===== src/rtl/link_align_pkg.sv =====
`default_nettype none
// ============================================================================
// link_align_pkg: state encoding and default constants for link_align_ctrl
// Revision: 1.0
// ============================================================================

package link_align_pkg;

  typedef enum logic [2:0] {
    ST_IDLE    = 3'd0,
    ST_CLEAR   = 3'd1,
    ST_SETTLE  = 3'd2,
    ST_OBSERVE = 3'd3,
    ST_SLIP    = 3'd4,
    ST_LOCKED  = 3'd5,
    ST_FAIL    = 3'd6
  } align_state_t;

  localparam int DEF_LOCK_FRAMES   = 1024;
  localparam int DEF_SETTLE_CYCLES = 16;
  localparam int DEF_SLIP_MAX      = 40;
  localparam int DEF_UNLOCK_ERRORS = 4;
  localparam int DEF_ERR_CNT_W     = 16;
  localparam int SLIP_CNT_W        = 6;

endpackage

`default_nettype wire


===== src/rtl/sat_counter.sv =====
`default_nettype none
// ============================================================================
// sat_counter: saturating up-counter; clear and increment together yield 1
// Revision: 1.0
// ============================================================================

module sat_counter #(
  parameter int WIDTH = 16
) (
  input  logic             clk40,
  input  logic             reset,
  input  logic             clr,
  input  logic             inc,
  output logic [WIDTH-1:0] count
);

  always_ff @(posedge clk40) begin
    if (!reset) begin
      count <= '0;
    end else if (clr) begin
      count <= inc ? WIDTH'(1) : '0;
    end else if (inc && (count != '1)) begin
      count <= count + 1'b1;
    end
  end

endmodule

`default_nettype wire


===== src/rtl/link_align_ctrl.sv =====
`default_nettype none
// ============================================================================
// link_align_ctrl: bitslip word-boundary search, lock and relock for one link
// Revision: 1.0
// ============================================================================

module link_align_ctrl
  import link_align_pkg::*;
#(
  parameter int LOCK_FRAMES   = DEF_LOCK_FRAMES,
  parameter int SETTLE_CYCLES = DEF_SETTLE_CYCLES,
  parameter int SLIP_MAX      = DEF_SLIP_MAX,
  parameter int UNLOCK_ERRORS = DEF_UNLOCK_ERRORS,
  parameter int ERR_CNT_W     = DEF_ERR_CNT_W
) (
  input  logic                  clk40,
  input  logic                  reset,
  input  logic                  enable,
  input  logic                  dataValid,
  input  logic                  checkNoError,
  input  logic                  errClear,
  output logic                  chkReset,
  output logic                  bitslip,
  output logic                  locked,
  output logic                  alignFail,
  output logic [SLIP_CNT_W-1:0] slipCount,
  output logic [ERR_CNT_W-1:0]  errCount,
  output logic [2:0]            state
);

  localparam int GOOD_W   = $clog2(LOCK_FRAMES + 1);
  localparam int SETTLE_W = $clog2(SETTLE_CYCLES + 1);
  localparam int LOSS_W   = $clog2(UNLOCK_ERRORS + 1);

  localparam logic [GOOD_W-1:0]     GOOD_LAST   = GOOD_W'(LOCK_FRAMES - 1);
  localparam logic [SETTLE_W-1:0]   SETTLE_LAST = SETTLE_W'(SETTLE_CYCLES - 1);
  localparam logic [LOSS_W-1:0]     LOSS_LAST   = LOSS_W'(UNLOCK_ERRORS - 1);
  localparam logic [SLIP_CNT_W-1:0] SLIP_LAST   = SLIP_CNT_W'(SLIP_MAX - 1);

  align_state_t          cur_state;
  align_state_t          next_state;
  logic [GOOD_W-1:0]     good_cnt;
  logic [SETTLE_W-1:0]   settle_cnt;
  logic [LOSS_W-1:0]     loss_cnt;
  logic                  err_event;
  logic                  good_frame;
  logic                  good_done;

  assign err_event  = dataValid & ~checkNoError;
  assign good_frame = dataValid & checkNoError;
  assign good_done  = good_frame && (good_cnt >= GOOD_LAST);
  assign state      = cur_state;

  always_comb begin
    next_state = cur_state;
    case (cur_state)
      ST_IDLE:    if (enable) next_state = ST_CLEAR;
      ST_CLEAR:   next_state = ST_SETTLE;
      ST_SETTLE:  if (settle_cnt >= SETTLE_LAST) next_state = ST_OBSERVE;
      ST_OBSERVE: begin
        if (err_event)      next_state = (slipCount >= SLIP_LAST) ? ST_FAIL : ST_SLIP;
        else if (good_done) next_state = ST_LOCKED;
      end
      ST_SLIP:    next_state = ST_CLEAR;
      ST_LOCKED:  if (err_event && (loss_cnt >= LOSS_LAST)) next_state = ST_CLEAR;
      ST_FAIL:    next_state = ST_FAIL;
      default:    next_state = ST_IDLE;
    endcase
    if (!enable) next_state = ST_IDLE;
  end

  // Outputs are registered from next_state so they line up with the state register.
  always_ff @(posedge clk40) begin
    if (!reset) begin
      cur_state  <= ST_IDLE;
      chkReset   <= 1'b0;
      bitslip    <= 1'b0;
      locked     <= 1'b0;
      alignFail  <= 1'b0;
      slipCount  <= '0;
      settle_cnt <= '0;
      good_cnt   <= '0;
      loss_cnt   <= '0;
    end else begin
      cur_state <= next_state;
      chkReset  <= (next_state == ST_SETTLE) || (next_state == ST_OBSERVE) ||
                   (next_state == ST_SLIP)   || (next_state == ST_LOCKED);
      bitslip   <= (next_state == ST_SLIP);
      locked    <= (next_state == ST_LOCKED);
      alignFail <= (next_state == ST_FAIL);

      if (next_state == ST_IDLE) begin
        slipCount <= '0;
      end else if (next_state == ST_SLIP && cur_state != ST_SLIP) begin
        slipCount <= (slipCount >= SLIP_LAST) ? '0 : slipCount + 1'b1;
      end

      if (cur_state == ST_SETTLE) begin
        if (settle_cnt < SETTLE_LAST) settle_cnt <= settle_cnt + 1'b1;
      end else begin
        settle_cnt <= '0;
      end

      case (cur_state)
        ST_OBSERVE: begin
          if (good_done)       good_cnt <= '0;
          else if (good_frame) good_cnt <= good_cnt + 1'b1;
        end
        ST_LOCKED: begin
          if (err_event || good_done) good_cnt <= '0;
          else if (good_frame)        good_cnt <= good_cnt + 1'b1;
        end
        default: good_cnt <= '0;
      endcase

      // Loss counter only lives in LOCKED; every entry to LOCKED comes through CLEAR.
      if (cur_state == ST_LOCKED) begin
        if (err_event) begin
          if (loss_cnt < LOSS_W'(UNLOCK_ERRORS)) loss_cnt <= loss_cnt + 1'b1;
        end else if (good_done) begin
          loss_cnt <= '0;
        end
      end else begin
        loss_cnt <= '0;
      end
    end
  end

  sat_counter #(
    .WIDTH (ERR_CNT_W)
  ) u_err_cnt (
    .clk40 (clk40),
    .reset (reset),
    .clr   (errClear),
    .inc   (err_event && (cur_state == ST_LOCKED)),
    .count (errCount)
  );

endmodule

`default_nettype wire


===== config.mk =====
export PLATFORM = sky130hd
export DESIGN_NAME = link_align_ctrl
export DESIGN_NICKNAME = d
export VERILOG_FILES = /design/src/rtl/link_align_pkg.sv /design/src/rtl/sat_counter.sv /design/src/rtl/link_align_ctrl.sv
export SDC_FILE = /design/constraint.sdc
export NUM_CORES = 1
export LEC_CHECK = 0
export CAP_MARGIN = 20
export CORE_AREA = 2 2 84 86
export DETAILED_ROUTE_END_ITERATION = 16
export DIE_AREA = 0 0 86 88
export MAX_ROUTING_LAYER = met4
export PLACE_DENSITY = 0.6
export SYNTH_ARGS = -nofsm -noshare
export SYNTH_HDL_FRONTEND = slang
export SYNTH_SLANG_ARGS = --single-unit

===== constraint.sdc =====
create_clock -name clk40 -period 3.9 [get_ports clk40]
set_input_delay 0.78 -clock clk40 [delete_from_list [all_inputs] [get_ports clk40]]
set_output_delay 0.78 -clock clk40 [all_outputs]
set_load 0.01 [all_outputs]

==> results.json <==
{
  "cts_tree": "yes",
  "fin_skew_ps": 6.25,
  "utilization_pct": 42.1,
  "fmax_mhz": 385,
  "period_share_pct": 66.6,
  "ir_drop_uv": 168,
  "cts_root_buf": "clkbuf_8",
  "cts_sinks": 48,
  "vias": 1956,
  "pin_count": 35,
  "switching_share_pct": 22.0,
  "drt_iter0_drc": 54,
  "critical_path_class": "in2reg",
  "synth_edf_count": 0,
  "seq_area_frac_synth_pct": 42.0,
  "ys_ff_latch": 48,
  "cts_max_path_buffers": 2,
  "fin_cells": 381,
  "synth_top_area_share_pct": 42.0,
  "rsz0062_at_grt": "false",
  "drive_gt1_share_pct": 6.31,
  "cts-htree-levels": 2,
  "die_h_um": 88,
  "relSlewSlack_pct": 59.0,
  "synth_area_leaders": "dfxtp_1 42%, nor2_1 8.0%, xor2_1 6.1%",
  "dp_hpwl_um": 3370,
  "path_max_fanout": 7,
  "syn_area_sq_um": 2290,
  "status": "complete, no violations",
  "postSynthCellCount": 264,
  "combPwrFrac_pct": 4.3,
  "ys.flop_type": "dfxtp_1",
  "finalHoldViolations": 0,
  "portBuffers": 34,
  "cp.arrival_ps": 2780,
  "p_per_area_nw_per_um2": 297,
  "initial_core_util_pct": 34.5,
  "worstPathRequired_ps": 4090,
  "grt_max_degree": 16,
  "fin_setup_tns_ps": 0,
  "cts_buffers": 5,
  "routed_wl_um": 4580,
  "grt_pass1_wl_um": 7780,
  "diodes": 0,
  "worst_pin_slew_ps": 615,
  "wire_per_inst_um": 12.0,
  "ys.warnings.count": 0,
  "holdBufCountCts": 0,
  "avgSynthCellArea_sq_um": 8.67,
  "p_int_uw": 648,
  "avgViaCountPerCell": 5.13,
  "slew_violations": 0,
  "grtUsageTotal_pct": 13.0,
  "power_frac_clock_pct": 36.2,
  "postCtsSetupBuffers": 0,
  "ant_nets": 0,
  "fp-row-count": 30,
  "dieArea_sq_um": 7570,
  "leakagePower_uw": 0.000981,
  "drcViolationCount": 0,
  "min_path_type": "reg2reg",
  "critPathLaunchType": "primary input",
  "maxCapViolCount": 0,
  "core_sq_um": 6640,
  "p_seq_share_pct": 59.5,
  "cts_resized": 0,
  "power_switching_uw": 183,
  "syn_to_final_growth_pct": 22.3,
  "clock_latency_ps": 300,
  "nets": 313,
  "synth.distinct_cells": 52,
  "yosys.area.top_type": "dfxtp_1",
  "gp_congestion": 0.887,
  "end_kind": "register",
  "first_global_vias": 1753,
  "async_reset_ff_share_pct": 0,
  "period_minus_slack_ps": 2600,
  "dp_cells": 373,
  "grt-ovfl-total": 0,
  "clkTransAtPathRegs_ps": 90,
  "synth_nets": 277,
  "antenna_found_initial": 0,
  "die_w_um": 86,
  "dr.pass1.iters": 4,
  "setup_viol": 0
}
[cell usage after synthesis (2+ instances only)]
| cell type | number |
|---|---|
| nor2_1 | 49 |
| dfxtp_1 | 48 |
| nand2_1 | 27 |
| xor2_1 | 16 |
| a21oi_1 | 10 |
| nand4_1 | 10 |
| inv_1 | 9 |
| o21ai_0 | 8 |
| ha_1 | 7 |
| nand3_1 | 7 |
| xnor2_1 | 7 |
| and3_1 | 6 |
| nor3_1 | 5 |
| nand2b_1 | 4 |
| or3_1 | 4 |
| buf_2 | 3 |
| nor2b_1 | 3 |
| a211oi_1 | 2 |
| and4_1 | 2 |
| clkbuf_1 | 2 |
| mux2i_1 | 2 |
| nand4b_1 | 2 |
| o21a_1 | 2 |
[per-layer routing]
| layer | GRT usage, % | up-vias | routed length [um] |
|---|---|---|---|
| met5 | - | - | 0 |
| met4 | 3.90 | 0 | 48 |
| met3 | 3.02 | 5 | 237 |
| met2 | 20.6 | 52 | 2080 |
| met1 | 16.6 | 901 | 2220 |
| li1 | - | 998 | - |
[power by group through the flow]
stage | clock (uW) | combinational, uW | sequential (uW)
detailed placement | 0 | 35.9 | 506
CTS | 318 | 36.1 | 495
floorplan | 0 | 23.2 | 504
finish | 301 | 36.0 | 495
global placement | 0 | 36.1 | 506
global route | 335 | 39.4 | 495
[stage by stage]
step	setup slack [ps]	total power [uW]	area [sq um]	hold WS [ps]
3_5_place_dp	1010	542	2710	442
2_1_floorplan	1750	527	2290	419
6_report	1300	831	2800	446
3_3_place_gp	1110	542	2710	441
5_1_grt	1180	869	2800	480
4_1_cts	1330	849	2800	453
[cells in the final DEF, fill, tap and decap left out, drive strengths merged, types with 4 or more instances in the layout]
| cell type | netlist | final |
|---|---|---|
| nor3 | 6 | 6 |
| clkdlybuf4s50 | 0 | 34 |
| o21ai | 9 | 9 |
| nand2b | 5 | 5 |
| nor2 | 49 | 49 |
| clkbuf | 2 | 6 |
| and3 | 6 | 6 |
| or3 | 4 | 4 |
| xnor2 | 7 | 7 |
| nand3 | 7 | 7 |
| inv | 9 | 9 |
| a21oi | 11 | 11 |
| xor2 | 16 | 16 |
| dfxtp | 48 | 48 |
| ha | 7 | 7 |
| nand2 | 27 | 27 |
| nand4 | 11 | 11 |
[final cells by class]
class | count | area [sq um]
Clock inverter | 2 | 10.0
Timing Repair Buffer | 34 | 340
Tap cell | 80 | 100
Sequential cell | 48 | 961
Multi-Input combinational cell | 202 | 1270
Clock buffer | 6 | 82.6
Fill cell | 658 | 3840
Inverter | 9 | 33.8
[critical path, cell delays in order]
cell and delay [ps]:
clkdlybuf4s50_1 520, nand2b_1 230, o311a_1 370, a211oi_2 350
or2_4 220, inv_1 60, nand2_1 140, o32ai_1 110
[state kept, by name (all words and copies together) (netlist names)]
register	count
loss_cnt	3
locked	1
slipCount	6
alignFail	1
chkReset	1
u_err_cnt.count	16
state	3
settle_cnt	5
good_cnt	11
bitslip	1
[cell families (layout without fill, tap and decap cells)]
| kind of cell | count (synthesis) | count (layout) | synth area share [%] |
|---|---|---|---|
| AND/OR/NAND/NOR | 129 | 129 | 29.1 |
| flip-flops | 48 | 48 | 42.0 |
| AO/OA/AOI/OAI | 41 | 41 | 13.0 |
| XOR/XNOR | 23 | 23 | 8.80 |
| buffers and inverters | 14 | 51 | 2.46 |
| adder cells (fa/ha/maj) | 7 | 7 | 3.82 |
| multiplexers | 2 | 2 | 0.874 |
[worst paths after layout]
check / slack (ps) / from / to / cells past startpoint
max reg2reg: 1830 / good_cnt[0] / good_cnt[1] / 6
min: 450 / good_cnt[10] / good_cnt[10] / 2
min reg2reg: 450 / good_cnt[10] / good_cnt[10] / 2
max: 1300 / checkNoError / slipCount[0] / 8
(Power assumes the default switching activity.)
